$ cat src/rtl/rggen_host_if_axi4lite.sv
`timescale 1ns/1ps
// AXI4-Lite slave feeding the rggen local command bus, one transaction outstanding.
// Command issues the cycle after final AW/W/AR capture; B/R follow i_response_ready by one cycle.
module rggen_host_if_axi4lite #(
  parameter int DATA_WIDTH          = 32,
  parameter int HOST_ADDRESS_WIDTH  = 16,
  parameter int LOCAL_ADDRESS_WIDTH = 8,
  parameter bit WRITE_FIRST         = 1'b1
) (
  input  logic                           clk,
  input  logic                           rst_n,
  input  logic                           i_awvalid,
  output logic                           o_awready,
  input  logic [HOST_ADDRESS_WIDTH-1:0]  i_awaddr,
  input  logic [2:0]                     i_awprot,
  input  logic                           i_wvalid,
  output logic                           o_wready,
  input  logic [DATA_WIDTH-1:0]          i_wdata,
  input  logic [DATA_WIDTH/8-1:0]        i_wstrb,
  output logic                           o_bvalid,
  input  logic                           i_bready,
  output logic [1:0]                     o_bresp,
  input  logic                           i_arvalid,
  output logic                           o_arready,
  input  logic [HOST_ADDRESS_WIDTH-1:0]  i_araddr,
  input  logic [2:0]                     i_arprot,
  output logic                           o_rvalid,
  input  logic                           i_rready,
  output logic [DATA_WIDTH-1:0]          o_rdata,
  output logic [1:0]                     o_rresp,
  output logic                           o_command_valid,
  output logic                           o_write,
  output logic                           o_read,
  output logic [LOCAL_ADDRESS_WIDTH-1:0] o_address,
  output logic [DATA_WIDTH/8-1:0]        o_strobe,
  output logic [DATA_WIDTH-1:0]          o_write_data,
  output logic [DATA_WIDTH-1:0]          o_write_mask,
  input  logic                           i_response_ready,
  input  logic [DATA_WIDTH-1:0]          i_read_data,
  input  logic [1:0]                     i_status
);
  localparam int SW = DATA_WIDTH / 8;

  typedef enum logic [2:0] {IDLE, WRITE, READ, B_RESP, R_RESP} state_e;

  state_e                         state_q, state_d;
  logic                           aw_held_q, aw_held_d, w_held_q, w_held_d;
  logic                           awready_q, awready_d, wready_q, wready_d, arready_q, arready_d;
  logic                           cmd_valid_q, cmd_valid_d, write_q, write_d, read_q, read_d;
  logic [LOCAL_ADDRESS_WIDTH-1:0] address_q, address_d;
  logic [SW-1:0]                  strobe_q, strobe_d;
  logic [DATA_WIDTH-1:0]          wdata_q, wdata_d, mask_q, mask_d, rdata_q, rdata_d;
  logic                           bvalid_q, bvalid_d, rvalid_q, rvalid_d;
  logic [1:0]                     bresp_q, bresp_d, rresp_q, rresp_d;
  logic                           aw_hs, w_hs, ar_hs, aw_pend, w_pend, ar_pend;
  logic                           rd_sel, slots_empty, idle_next;
  logic [DATA_WIDTH-1:0]          wstrb_mask;
  logic                           unused_inputs;

  assign unused_inputs = ^{i_awprot, i_arprot, i_awaddr, i_araddr};

  assign aw_hs   = i_awvalid & awready_q;
  assign w_hs    = i_wvalid & wready_q;
  assign ar_hs   = i_arvalid & arready_q;
  assign aw_pend = i_awvalid & ~aw_hs;
  assign w_pend  = i_wvalid & ~w_hs;
  assign ar_pend = i_arvalid & ~ar_hs;

  always_comb begin
    wstrb_mask = '0;
    for (int i = 0; i < SW; i++) wstrb_mask[8*i +: 8] = {8{i_wstrb[i]}};
  end

  always_comb begin
    state_d     = state_q;
    aw_held_d   = aw_held_q;
    w_held_d    = w_held_q;
    cmd_valid_d = cmd_valid_q;
    write_d     = write_q;
    read_d      = read_q;
    address_d   = address_q;
    strobe_d    = strobe_q;
    wdata_d     = wdata_q;
    mask_d      = mask_q;
    bvalid_d    = bvalid_q;
    rvalid_d    = rvalid_q;
    bresp_d     = bresp_q;
    rresp_d     = rresp_q;
    rdata_d     = rdata_q;
    case (state_q)
      IDLE: begin
        if (aw_hs) begin
          aw_held_d = 1'b1;
          address_d = i_awaddr[LOCAL_ADDRESS_WIDTH-1:0];
        end
        if (w_hs) begin
          w_held_d = 1'b1;
          wdata_d  = i_wdata;
          strobe_d = i_wstrb;
          mask_d   = wstrb_mask;
        end
        if (ar_hs) begin
          address_d = i_araddr[LOCAL_ADDRESS_WIDTH-1:0];
          strobe_d  = '1;
          mask_d    = '1;
        end
        if (aw_held_d && w_held_d) begin
          state_d     = WRITE;
          cmd_valid_d = 1'b1;
          write_d     = 1'b1;
          aw_held_d   = 1'b0;
          w_held_d    = 1'b0;
        end else if (ar_hs) begin
          state_d     = READ;
          cmd_valid_d = 1'b1;
          read_d      = 1'b1;
        end
      end
      WRITE: if (i_response_ready) begin
        state_d     = B_RESP;
        cmd_valid_d = 1'b0;
        write_d     = 1'b0;
        bvalid_d    = 1'b1;
        bresp_d     = i_status;
      end
      READ: if (i_response_ready) begin
        state_d     = R_RESP;
        cmd_valid_d = 1'b0;
        read_d      = 1'b0;
        rvalid_d    = 1'b1;
        rresp_d     = i_status;
        rdata_d     = i_read_data;
      end
      B_RESP: if (i_bready) begin
        state_d  = IDLE;
        bvalid_d = 1'b0;
      end
      R_RESP: if (i_rready) begin
        state_d  = IDLE;
        rvalid_d = 1'b0;
      end
      default: state_d = IDLE;
    endcase

    // Readies are registered, so write and read readies are never high together:
    // otherwise a fresh AW+W+AR arrival would complete all three handshakes at once.
    idle_next   = (state_d == IDLE);
    slots_empty = ~aw_held_d & ~w_held_d;
    if (WRITE_FIRST) rd_sel = ar_pend & ~aw_pend & ~w_pend;
    else             rd_sel = ar_pend | ~(aw_pend | w_pend);
    arready_d = idle_next & slots_empty & rd_sel;
    awready_d = idle_next & ~aw_held_d & ~(slots_empty & rd_sel);
    wready_d  = idle_next & ~w_held_d & ~(slots_empty & rd_sel);
  end

  always_ff @(posedge clk or negedge rst_n) begin
    if (!rst_n) begin
      state_q     <= IDLE;
      aw_held_q   <= 1'b0;
      w_held_q    <= 1'b0;
      awready_q   <= 1'b0;
      wready_q    <= 1'b0;
      arready_q   <= 1'b0;
      cmd_valid_q <= 1'b0;
      write_q     <= 1'b0;
      read_q      <= 1'b0;
      address_q   <= '0;
      strobe_q    <= '0;
      wdata_q     <= '0;
      mask_q      <= '0;
      bvalid_q    <= 1'b0;
      rvalid_q    <= 1'b0;
      bresp_q     <= 2'b00;
      rresp_q     <= 2'b00;
      rdata_q     <= '0;
    end else begin
      state_q     <= state_d;
      aw_held_q   <= aw_held_d;
      w_held_q    <= w_held_d;
      awready_q   <= awready_d;
      wready_q    <= wready_d;
      arready_q   <= arready_d;
      cmd_valid_q <= cmd_valid_d;
      write_q     <= write_d;
      read_q      <= read_d;
      address_q   <= address_d;
      strobe_q    <= strobe_d;
      wdata_q     <= wdata_d;
      mask_q      <= mask_d;
      bvalid_q    <= bvalid_d;
      rvalid_q    <= rvalid_d;
      bresp_q     <= bresp_d;
      rresp_q     <= rresp_d;
      rdata_q     <= rdata_d;
    end
  end

  assign o_awready       = awready_q;
  assign o_wready        = wready_q;
  assign o_arready       = arready_q;
  assign o_bvalid        = bvalid_q;
  assign o_bresp         = bresp_q;
  assign o_rvalid        = rvalid_q;
  assign o_rdata         = rdata_q;
  assign o_rresp         = rresp_q;
  assign o_command_valid = cmd_valid_q;
  assign o_write         = write_q;
  assign o_read          = read_q;
  assign o_address       = address_q;
  assign o_strobe        = strobe_q;
  assign o_write_data    = wdata_q;
  assign o_write_mask    = mask_q;
endmodule

$ cat config.mk
export PLATFORM = sky130hd
export DESIGN_NAME = rggen_host_if_axi4lite
export DESIGN_NICKNAME = d
export VERILOG_FILES = /design/src/rtl/rggen_host_if_axi4lite.sv
export SDC_FILE = /design/constraint.sdc
export NUM_CORES = 1
export LEC_CHECK = 0
export ABC_CLOCK_PERIOD_IN_PS = 2400
export CORE_MARGIN = 2
export CORE_UTILIZATION = 38
export DETAILED_ROUTE_END_ITERATION = 6
export PLACE_DENSITY_LB_ADDON = 0.1
export REMOVE_ABC_BUFFERS = 1
export SYNTH_ARGS = -nofsm -noshare
export SYNTH_HDL_FRONTEND = slang
export SYNTH_SLANG_ARGS = --single-unit
$ cat constraint.sdc
create_clock -name clk -period 2.4 [get_ports clk]
set_clock_uncertainty 0.1 [all_clocks]
set_input_delay 0.48 -clock clk [delete_from_list [all_inputs] [get_ports clk]]
set_output_delay 0.48 -clock clk [all_outputs]
set_load 0.01 [all_outputs]
* Word level (Yosys, flattened, before mapping)
Index checks and enable logic that the tools add are counted.
Cells by class: eq/ne operators 13, multiplexer cells 34, bitwise logic cells 24, reductions and logical operators 21
Operator list (number):
- $mux W32 | 2
- $mux W3 | 6
- $and A1 B1 Y1 | 16
- $mux W1 | 16
- $mux W8 | 2
- $pmux W3 S5 | 1
- $ne A2 B2 Y1 const B | 7
- $reduce_bool A2 Y1 | 7
- $reduce_and A3 Y1 | 4
- $pmux W1 S2 | 5
- $reduce_and A2 Y1 | 5
- $mux W4 | 2
- $not A1 Y1 | 8
- $eq A3 B2 Y1 const B | 2
- $logic_not A3 Y1 | 2
- $reduce_and A4 Y1 | 1
- $eq A3 B1 Y1 const B | 1
- $eq A3 B3 Y1 const B | 1
- $ne A3 B3 Y1 const B | 1
- $ne A2 B1 Y1 const B | 1
- $reduce_or A2 Y1 | 1
- $logic_and A1 B1 Y1 | 1
Storage, ports and cells: register bits after elaboration 125, input port bits 116, output and inout bits 120, logic and storage cells 110

* Depth between registers and ports, before layout
Gate-level depths: netlist (run 1).
word-level depth 11, gate-level depth with buffers 7

* Worst setup path before layout (run 1)
No wires, ideal clock.
path kind register -> register, from register state_q[0], to register wdata_q[21], in the netlist o_write_data[21], library setup time 125 ps, data arrival time 1526 ps, slack 649 ps, stages on the path, launching flop included 7, path buffers 3, cells stage by stage dfrtp_1 buf_6 nor3_2 and3_4 buf_12 buf_8 mux2_2
Between the ends: longest elaborated chain between the ends 2
Ends and longest elaborated chain:
- from (decl) | line 46 | state_e state_q, state_d;
- from (signal assigned) | line 177 | state_q <= state_d;
- $logic_not A3 Y1 | line 90 | case (state_q)
- $reduce_and A2 Y1 (no line)
- to (signal assigned) | line 188 | wdata_q <= wdata_d;
- to (decl) | line 52 | logic [DATA_WIDTH-1:0] wdata_q, wdata_d, mask_q, mask_d, rdata_q, rdata_d;
Every way passes these cells. A chain may end at the register's enable or synchronous reset.

==> results.rst, run 1 <==
.. list-table::
   :header-rows: 1

   * - Metric
     - Value
   * - Run status
     - complete, no violations
   * - Post-route cell area
     - 0.006274 mm2
   * - Worst hold path class
     - in2async
   * - Number of design-rule violations left by the first detailed-router iteration
     - 75
   * - GRT Residual Overflow
     - 0
   * - Clock Sink Count
     - 93
   * - Max-Slew Margin vs Limit
     - 0.7196
   * - Worst path max stage delay
     - 620 ps
   * - Sequential element share of the synthesized area
     - 0.5735
   * - Post-synthesis instance total
     - 295
   * - Antenna Diode Count
     - 0
   * - Share of layout cells above drive strength 1
     - 0.1996
   * - Worst-path cell with the longest stage delay
     - sky130_fd_sc_hd__clkdlybuf4s50_1
   * - Netlist Area Pre-Place
     - 0.004058 mm2
   * - Number of enable-type register cells in the synthesized netlist
     - 0
   * - Cells taking the most area after synthesis
     - sky130_fd_sc_hd__dfrtp_1, sky130_fd_sc_hd__mux2_2, sky130_fd_sc_hd__buf_4
   * - Total wire length
     - 9466 um
   * - Buffer levels on the longest clock path
     - 2
   * - Synthesized flop and latch total
     - 93
   * - Vias per cell
     - 4.693
   * - Clock latency on the worst-skew pair
     - 350 ps
   * - Maximum net fanout on the critical path
     - 10
   * - Cell area power density
     - 1291 mW/mm2
   * - Worst-path clk slew
     - 90 ps
   * - WP data arrival
     - 1520 ps
   * - Number of nets still failing antenna checks after routing
     - 0
   * - DR vias
     - 2919
   * - Yosys top cell by area
     - sky130_fd_sc_hd__dfrtp_1
   * - Count of cell types in the netlist
     - 38
   * - Starting density of the core
     - 0.3930
   * - Largest vdd supply drop
     - 612.9 uV
   * - Synthesis-to-layout area growth
     - 54.61%
   * - Vertical die dimension
     - 107.3 um
   * - Overall die area
     - 0.01152 mm2
   * - Total of max-cap violations
     - 0
   * - HPWL after detailed placement
     - 7094 um
   * - CTS HTree Levels
     - 3
   * - Main flop type after synthesis
     - sky130_fd_sc_hd__dfrtp_1
   * - Kind of critical path
     - reg2out
   * - Number of buffer and inverter instances along the worst setup path
     - 1
   * - TritonCTS buffer count
     - 9
   * - Nets@finish
     - 598
   * - Transition at the pin with the smallest max-transition slack
     - 418.8 ps
   * - Most instantiated library cell after synthesis
     - sky130_fd_sc_hd__dfrtp_1
   * - Placed cells
     - 606
   * - Unrepaired setup endpoints after global routing
     - no
   * - Syn_area_per_cell
     - 13.75 um2
   * - Number of warnings reported in the yosys synthesis log
     - 0
   * - Startpoint type of the worst setup path
     - flop
   * - Io pins
     - 236
   * - Synth cell count leaders
     - sky130_fd_sc_hd__dfrtp_1, sky130_fd_sc_hd__mux2_2, sky130_fd_sc_hd__buf_4
   * - Slack of the worst reg-to-reg path
     - 460 ps
   * - Max-slew violation total from the final report
     - 0
   * - Sum Neg Setup Slack
     - 0 ps
   * - Critical Path, Cell by Cell
     - clkdlybuf4s50_1
   * - Worst endpoint required time
     - 1820 ps
   * - Number of global-route vias before repair
     - 2996
   * - Yosys top cell area share
     - 0.5735
   * - Setup Viol. Count Final
     - 0
   * - Clock tree from TritonCTS
     - yes
   * - Overall die width
     - 107.3 um
   * - Number of antenna violations at the first check in global routing
     - 0
   * - Maximum number of pins on one net before global-route repair
     - 53
   * - Total leakage power
     - 2.543 nW
   * - Routability cong.
     - 0.7538
   * - Cell row count
     - 37
   * - Number of detailed-routing iterations run before antenna repair
     - 4
   * - Number of buffer cells added on primary ports
     - 213
   * - Final count of hold timing violations
     - 0
   * - First-pass GRT wire length
     - 14960 um
   * - Worst hold slack
     - 405.2 ps
   * - Synth async-reset ratio
     - 1.000
   * - Final Cycle Share
     - 0.8736
   * - Post-Place Cell Area
     - 0.006082 mm2
   * - Routed len/inst
     - 15.22 um
   * - Period minus WS final
     - 2097 ps
   * - Post-route insts no fill
     - 622
   * - CORE AREA
     - 0.01032 mm2
   * - Drc violations
     - 0
   * - Cell at the root of the clock tree
     - sky130_fd_sc_hd__clkbuf_8
   * - Global router's overall resource usage
     - 0.1670
   * - Kind of capture point of the worst setup path
     - output pin
   * - Top Family by Delay on Critical Path
     - buffers and inverters
   * - Highest attainable clock frequency
     - 0.4770 GHz
cells by family (layout without fill, tap and decap cells):
kind of cell | Yosys count | after routing | synth area share
buffers and inverters | 48 | 239 | 0.09189
multiplexers | 81 | 81 | 0.2208
flip-flops | 93 | 93 | 0.5735
AO/OA/AOI/OAI | 29 | 29 | 0.04934
AND/OR/NAND/NOR | 44 | 44 | 0.06445
worst paths after layout:
kind / startpoint / to / cells past startpoint
setup reg to reg: state_q[2] / o_write_data[28] / 4
setup / recovery: o_strobe[0] / o_write_mask[4] / 1
max in group asynchronous: rst_n / o_command_valid / 3
hold / removal: rst_n / o_write_data[30] / 2
min in group clk: o_write_data[18] / o_write_data[18] / 1
hold reg to reg: o_write_data[18] / o_write_data[18] / 1
per-layer routing:
layer	wire (um)	share of wire	up-vias	global-route usage
met2	4402	0.47	134	0.2654
met5	0	0	-	0
met1	3853	0.41	1409	0.2073
li1	-	-	1368	-
met3	1088	0.11	8	0.06598
met4	121	0.013	0	0.05861
cell type report:
| class | instances | area, um2 |
|---|---|---|
| sequential | 93 | 2327 |
| clock buffer | 11 | 131.4 |
| multi-input combinational | 154 | 1358 |
| inverter | 4 | 15.01 |
| clock inverter | 4 | 50.05 |
| timing repair buffer | 220 | 2222 |
| fill | 845 | 4050 |
| tap | 136 | 170.2 |
metrics by stage:
step | setup slack, ps | utilization | total power (W)
after detailed placement | 238.9 | 0.5891 | 0.007197
after CTS | 244.2 | 0.6077 | 0.008238
after global routing | 211.5 | 0.6077 | 0.008646
final | 303.5 | 0.6077 | 0.008101
after floorplan | 255.3 | - | 0.004623
after global placement | 248.3 | 0.5891 | 0.007116
registers in the layout (all words and copies together) (netlist names), 2 cells and up:
register and count:
o_bresp 2, o_rdata 32, o_rresp 2, state_q 3, o_strobe 3, o_address 8, o_write_data 32
timing repair:
item	in CTS	in global routing
hold buffers	1	0
setup buffers	0	0
gates resized for setup	0	0
hold endpoints to repair	9	0
setup endpoints to repair	0	0
cells in the final DEF, fill, tap and decap left out, drive strengths merged, types with 4 or more instances in the layout:
cell / n
nand2: 11
nor2: 17
inv: 4
mux2: 68
mux2i: 13
dfrtp: 93
clkbuf: 11
buf: 7
a21oi: 13
clkdlybuf4s50: 212
report_power, final:
part,total (W),internal [W],leakage (nW),switching [W]
combinational,0.00426,0.00267,1.35,0.00159
sequential,0.00285,0.00234,1.10,0.000511
clock,0.000994,0.000476,0.0854,0.000518
total,0.00810,0.00548,2.54,0.00262
(Power assumes the default switching activity.)
==> inputs of run 2 (changes only) <==
CORE_AREA = 2 2 91 93   (was not set)
CORE_MARGIN = not set   (was 2)
CORE_UTILIZATION = not set   (was 38)
DIE_AREA = 0 0 93 95   (was not set)
DONT_BUFFER_PORTS = 1   (was not set)
GPL_ROUTABILITY_DRIVEN = 1   (was not set)
RECOVER_POWER = 50   (was not set)
==> results.rst, run 2 (synthesis gave the netlist of run 1 again) <==
.. list-table::
   :header-rows: 1

   * - Metric
     - Value
   * - Run status
     - complete, but fails checks
   * - Violations in the final reports
     - hold timing
   * - Most used routing layer in global routing
     - met2
   * - Number of buffer cells added on primary ports
     - 0 (-100%)
   * - Worst endpoint required time
     - 2550 ps (+730 ps)
   * - Most common cell after layout, fill and taps aside
     - sky130_fd_sc_hd__dfrtp_1
   * - Internal power of the cells
     - 0.003773 W (-31%)
   * - Highest-count cells in the layout ignoring fill and taps
     - sky130_fd_sc_hd__dfrtp_1, sky130_fd_sc_hd__mux2_2, sky130_fd_sc_hd__nor2_1, sky130_fd_sc_hd__a21oi_1, sky130_fd_sc_hd__mux2i_1
   * - Fraction of met3 tracks used by global routing
     - 0.05906 (-0.006922)
   * - WP data arrival
     - 2040 ps (+520 ps)
   * - CORE AREA
     - 0.007928 mm2 (-23%)
   * - Antenna Diode Count
     - 0 (unchanged)
   * - Max-Slew Margin vs Limit
     - 0.7087 (-0.01090)
   * - Max-slew violation total from the final report
     - 0 (unchanged)
   * - Sum Neg Setup Slack
     - 0 ps (unchanged)
   * - Routed len/inst
     - 19.70 um (+29%)
   * - Startpoint type of the worst setup path
     - flop
   * - Starting density of the core
     - 0.5118 (+0.1188)
   * - Highest attainable clock frequency
     - 0.5276 GHz (+11%)
   * - Overall die width
     - 93 um (-13%)
   * - Number of nets still failing antenna checks after routing
     - 0 (unchanged)
   * - Maximum net fanout on the critical path
     - 38 (+28)
   * - Drc violations
     - 0 (unchanged)
   * - Number of antenna violations at the first check in global routing
     - 0 (unchanged)
   * - Number of detailed-routing iterations run before antenna repair
     - 4 (unchanged)
   * - Switching share of total power
     - 0.3861 (+0.06264)
   * - Setup Viol. Count Final
     - 0 (unchanged)
   * - Clock power frac
     - 0.178 (+0.055)
   * - Number of global-route vias before repair
     - 2166 (-28%)
   * - Buffer levels on the longest clock path
     - 2 (unchanged)
   * - Cell area power density
     - 1497 mW/mm2 (+16%)
   * - Clock tree from TritonCTS
     - yes
   * - Final Cycle Share
     - 0.7898 (-0.08378)
   * - Share of layout cells above drive strength 1
     - 0.3650 (+0.1654)
   * - Cell at the root of the clock tree
     - sky130_fd_sc_hd__clkbuf_8
   * - Unrepaired setup endpoints after global routing
     - no
   * - First-pass GRT wire length
     - 10900 um (-27%)
   * - Kind of capture point of the worst setup path
     - flop
   * - Worst hold slack
     - -288.1 ps (-693.3 ps)
   * - Transition at the pin with the smallest max-transition slack
     - 435.1 ps (+16.28 ps)
   * - Vias per cell
     - 5.565 (+19%)
   * - HPWL after detailed placement
     - 5314 um (-25%)
   * - Clock Sink Count
     - 93 (unchanged)
   * - Number of design-rule violations left by the first detailed-router iteration
     - 66 (-12%)
   * - Post-Place Cell Area
     - 0.003896 mm2 (-36%)
   * - Largest vdd supply drop
     - 624.4 uV (+1.9%)
   * - Clock latency on the worst-skew pair
     - 350 ps (about the same)
   * - Logic pwr share
     - 0.292 (-0.233)
   * - Overall die area
     - 0.008835 mm2 (-23%)
   * - GRT Residual Overflow
     - 0 (unchanged)
   * - Io pins
     - 236 (unchanged)
   * - Maximum number of pins on one net before global-route repair
     - 94 (+77%)
   * - Worst hold path class
     - in2async
   * - Switching power summed over all nets
     - 0.002372 W (-9.4%)
   * - Total wire length
     - 7468 um (-21%)
   * - Global router's overall resource usage
     - 0.1632 (-0.003824)
   * - Vertical die dimension
     - 95 um (-11%)
   * - Met1 track demand over resource
     - 0.1993 (-0.008033)
   * - Synthesis-to-layout area growth
     - 1.203%
   * - Period minus WS final
     - 1895 ps (-201.1 ps)
   * - Post-route cell area
     - 0.004106 mm2 (-35%)
   * - Power share of the sequential group
     - 0.530 (+0.178)
   * - CTS HTree Levels
     - 3 (unchanged)
   * - Total leakage power
     - 1.724 nW (-32%)
   * - Met2 layer usage reported by global route
     - 0.2621 (-0.003293)
   * - Worst-path clk slew
     - 100 ps (about the same)
   * - Routability cong.
     - 0.8024 (+6.4%)
   * - Total of max-cap violations
     - 0 (unchanged)
   * - Cell row count
     - 33 (-11%)
   * - Cells resized by post-CTS repair
     - 0 (unchanged)
   * - Nets@finish
     - 385 (-36%)
   * - Final count of hold timing violations
     - 93 (+93)
   * - TritonCTS buffer count
     - 9 (unchanged)
   * - Kind of critical path
     - reg2reg
   * - DR vias
     - 2109 (-28%)
   * - Post-CTS setup repair buffer count
     - 0 (unchanged)
run 2: cell types whose count changed in the layout (fill, tap and decap cells not counted), moves of 2 or more:
cell                              change
sky130_fd_sc_hd__clkbuf_1             -2
sky130_fd_sc_hd__inv_6                +3
sky130_fd_sc_hd__inv_8                +2
sky130_fd_sc_hd__buf_4                +2
sky130_fd_sc_hd__clkdlybuf4s50_1    -212
sky130_fd_sc_hd__buf_12               -2
run 2: worst paths after layout:
check	from	endpoint	slack [ps]	cells after the start
max	state_q[2]	o_write_data[5]	500	4
min	rst_n	o_address[7]	-290	0
max reg2reg	state_q[2]	o_write_data[5]	500	4
min reg2reg	o_strobe[1]	o_strobe[1]	420	2
max in group asynchronous	rst_n	o_address[2]	2320	0
min in group clk	i_wstrb[2]	o_strobe[2]	170	2
run 2: cell type report:
| type | instances | area (um2) |
|---|---|---|
| inverter | 4 | 15.01 |
| fill | 719 | 3821 |
| multi-input combinational | 154 | 1358 |
| sequential | 93 | 2327 |
| clock buffer | 9 | 123.9 |
| clock inverter | 7 | 86.33 |
| tap | 105 | 131.4 |
| timing repair buffer | 7 | 65.06 |
run 2: through the flow:
step           utilization  hold WS [ps]  total power [W]  std cells  setup WS [ps]
6_report            0.5180        -288.1         0.006145        379          504.6
5_1_grt             0.5180        -316.7         0.006530        379          426.3
4_1_cts             0.5180        -317.2         0.006233        379          496.6
3_5_place_dp        0.4915         87.19         0.005126        363          519.8
3_3_place_gp        0.4915         86.82         0.005062        363          538.7
2_1_floorplan            -         84.41         0.004623        251          255.3
run 2: routing by layer:
metal | part of all wire | vias up
met4 | 0.015 | 0
met2 | 0.48 | 148
li1 | - | 939
met5 | 0 | -
met1 | 0.39 | 1013
met3 | 0.12 | 9
run 2: critical path: stages, from the launching register on:
cell and delay (ps):
sky130_fd_sc_hd__dfrtp_1 470, sky130_fd_sc_hd__nor3_2 370, sky130_fd_sc_hd__and3_4 250, sky130_fd_sc_hd__buf_12 220, sky130_fd_sc_hd__mux2_2 360
run 2: power by group through the flow:
stage	logic, W	registers (W)	clock network (W)
after floorplan	0.00129	0.00334	0
after global placement	0.00177	0.00329	0
after detailed placement	0.00182	0.00331	0
after CTS	0.00182	0.00328	0.00113
after global routing	0.00198	0.00336	0.00119
final	0.00179	0.00326	0.00109
==> inputs of run 3 (changes only) <==
ABC_CLOCK_PERIOD_IN_PS = 1650   (was 2400)
CORE_AREA = 2 2 90 92   (was 2 2 91 93)
DIE_AREA = 0 0 92 94   (was 0 0 93 95)
clock period = 1.65 ns   (was 2.4 ns; I/O delays follow)
==> results.rst, run 3 (synthesis gave the netlist of run 1 again) <==
.. list-table::
   :header-rows: 1

   * - Metric
     - Value
   * - Run status
     - complete, but fails checks
   * - Violations in the final reports
     - hold timing, setup timing
   * - Global router's overall resource usage
     - 0.1756 (+0.01242)
   * - Startpoint type of the worst setup path
     - flop
   * - Post-route cell area
     - 0.004493 mm2 (+9.4%)
   * - Setup Viol. Count Final
     - 29 (+29)
   * - Post-route insts no fill
     - 404 (+6.6%)
   * - Max-slew violation total from the final report
     - 0 (unchanged)
   * - Slack of the worst reg-to-reg path
     - -40 ps (-550 ps)
   * - Worst-path cell with the longest stage delay
     - sky130_fd_sc_hd__dfrtp_1
   * - Placed cells
     - 377 (+3.9%)
   * - WP data arrival
     - 1830 ps (-210 ps)
   * - Flip-flop and latch area
     - 0.002327 mm2 (unchanged)
   * - GRT Residual Overflow
     - 0 (unchanged)
   * - Clock tree from TritonCTS
     - yes
   * - Capture instance of the worst register-to-register path
     - o_write_data[3]
   * - Drc violations
     - 0 (unchanged)
   * - Worst hold path class
     - in2async
   * - Total wire length
     - 8075 um (+8.1%)
   * - Largest vdd supply drop
     - 852.1 uV (+36%)
   * - Maximum number of pins on one net before global-route repair
     - 94 (unchanged)
   * - Highest attainable clock frequency
     - 0.5904 GHz (+12%)
   * - Cell count of the worst reg-to-reg path
     - 4 (unchanged)
   * - Worst endpoint required time
     - 1780 ps (-770 ps)
   * - Worst r2r src
     - state_q[1]
   * - Cell row count
     - 32 (-3.0%)
   * - Clock Sink Count
     - 93 (unchanged)
   * - Routability cong.
     - 0.7442 (-7.3%)
   * - Vias per cell
     - 5.564 (about the same)
   * - DR vias
     - 2248 (+6.6%)
   * - Total power
     - 0.009475 W (+54%)
   * - Number of buffer and inverter instances along the worst setup path
     - 1 (unchanged)
   * - Critical Path, Cell by Cell
     - nor3_2 > and3_4 > buf_12 > mux2_2
   * - Number of design-rule violations left by the first detailed-router iteration
     - 71 (+7.6%)
   * - Sum Neg Setup Slack
     - -532.6 ps (-532.6 ps)
   * - Starting density of the core
     - 0.5334 (+0.02155)
   * - Number of antenna violations at the first check in global routing
     - 0 (unchanged)
   * - Period minus WS final
     - 1694 ps (-201.7 ps)
   * - Number of filler cells placed in the layout
     - 629 (-13%)
   * - HPWL after detailed placement
     - 5605 um (+5.5%)
   * - Io pins
     - 236 (unchanged)
   * - Buffer levels on the longest clock path
     - 2 (unchanged)
   * - Cell area power density
     - 2109 mW/mm2 (+41%)
   * - Number of global-route vias before repair
     - 2341 (+8.1%)
   * - Overall die area
     - 0.008648 mm2 (-2.1%)
   * - TritonCTS buffer count
     - 9 (unchanged)
   * - Worst hold slack
     - -441.2 ps (-153.1 ps)
   * - Multi-input gate area
     - 0.001466 mm2 (+8.0%)
   * - Overall die width
     - 92 um (-1.1%)
   * - Post-Place Cell Area
     - 0.004070 mm2 (+4.5%)
   * - Vertical die dimension
     - 94 um (-1.1%)
   * - Number of buffer cells added on primary ports
     - 0 (unchanged)
   * - Antenna Diode Count
     - 0 (unchanged)
   * - Share of layout cells above drive strength 1
     - 0.4238 (+0.05888)
   * - CORE AREA
     - 0.007607 mm2 (-4.0%)
   * - Worst-path clk slew
     - 100 ps (about the same)
   * - Share of the core filled with cells
     - 0.5906 (+0.07263)
   * - Kind of capture point of the worst setup path
     - flop
   * - Synthesis-to-layout area growth
     - 10.73%
   * - Top Family by Delay on Critical Path
     - simple AND/OR/NAND/NOR gates
   * - Maximum net fanout on the critical path
     - 14 (-63%)
   * - Max-Slew Margin vs Limit
     - 0.7028 (-0.005825)
   * - Final Cycle Share
     - 1.027 (+0.2368)
   * - First-pass GRT wire length
     - 11680 um (+7.1%)
   * - Most common cell after layout, fill and taps aside
     - sky130_fd_sc_hd__dfrtp_1
   * - Routed len/inst
     - 19.99 um (+1.4%)
   * - Clock latency on the worst-skew pair
     - 350 ps (about the same)
   * - Cell at the root of the clock tree
     - sky130_fd_sc_hd__clkbuf_8
   * - Nets@finish
     - 414 (+7.5%)
   * - Kind of critical path
     - reg2reg
   * - Total of max-cap violations
     - 0 (unchanged)
   * - Unrepaired setup endpoints after global routing
     - yes
   * - Total leakage power
     - 1.923 nW (+12%)
   * - Number of detailed-routing iterations run before antenna repair
     - 4 (unchanged)
   * - Post-route worst setup slack
     - -43.76 ps (-548.3 ps)
   * - Number of nets still failing antenna checks after routing
     - 0 (unchanged)
   * - CTS HTree Levels
     - 3 (unchanged)
   * - Transition at the pin with the smallest max-transition slack
     - 443.8 ps (+8.699 ps)
   * - Final count of hold timing violations
     - 93 (unchanged)
   * - Worst path max stage delay
     - 430 ps (-40 ps)
   * - Highest-count cells in the layout ignoring fill and taps
     - sky130_fd_sc_hd__dfrtp_1, sky130_fd_sc_hd__mux2_2, sky130_fd_sc_hd__buf_4, sky130_fd_sc_hd__mux2_4, sky130_fd_sc_hd__mux2i_1
==> run 3: area by class of cell <==
cell class | instances | area share
clock buffer | 10 | 0.03063
tap | 102 | 0.02840
timing repair buffer | 36 | 0.08382
sequential | 93 | 0.5180
inverter | 4 | 0.003342
clock inverter | 5 | 0.009468
multi-input combinational | 154 | 0.3264
==> run 3: what timing repair did <==
| action | CTS | global route |
|---|---|---|
| endpoints found under the hold margin | 99 | 96 |
| resized for setup | 0 | 29 |
| gates cloned | 0 | 1 |
| endpoints found under the setup margin | 45 | 73 |
| hold buffers | 6 | 3 |
| setup buffers | 1 | 1 |
| pin swaps | 2 | 4 |
==> run 3: worst max path at each step <==
stage,from,end,cells after the start,slack [ps]
final,state_q[1],o_write_data[3],4,-40
after global placement,state_q[2],o_write_data[23],4,-30
after detailed placement,state_q[2],o_write_data[20],4,-50
after floorplan,state_q[0],o_rdata[0],2,-490
after global routing,state_q[0],o_write_data[3],4,-100
after CTS,state_q[1],o_write_data[20],4,-50
==> run 3: per-layer routing <==
metal  global-route usage  share of wire  vias up
met5                    0              0        -
met1               0.2040           0.37     1097
met4              0.07587          0.021        0
li1                     -              -     1001
met2               0.2923           0.49      137
met3              0.06661           0.11       13
==> run 3: worst reg2reg max path, cell delays in order (launching register included) <==
cell and delay [ps]:
sky130_fd_sc_hd__dfrtp_1 430, sky130_fd_sc_hd__nor3_2 250, sky130_fd_sc_hd__and3_4 280, sky130_fd_sc_hd__buf_12 170, sky130_fd_sc_hd__mux2_2 340
==> run 3: metrics by stage <==
step / worst slack (ps) / hold slack (ps)
finish: -43.76 / -441.2
global placement: -26.81 / -64.06
floorplan: -494.7 / -65.59
detailed placement: -49.67 / -64.22
global route: -96.66 / -467.2
CTS: -46.02 / -465.3
==> run 3: where the power goes <==
part | internal [W] | leakage, nW | total [W] | switching [W]
registers | 0.00341 | 1.10 | 0.00473 | 0.00132
clock network | 0.000600 | 0.0898 | 0.00139 | 0.000792
logic | 0.00186 | 0.729 | 0.00336 | 0.00149
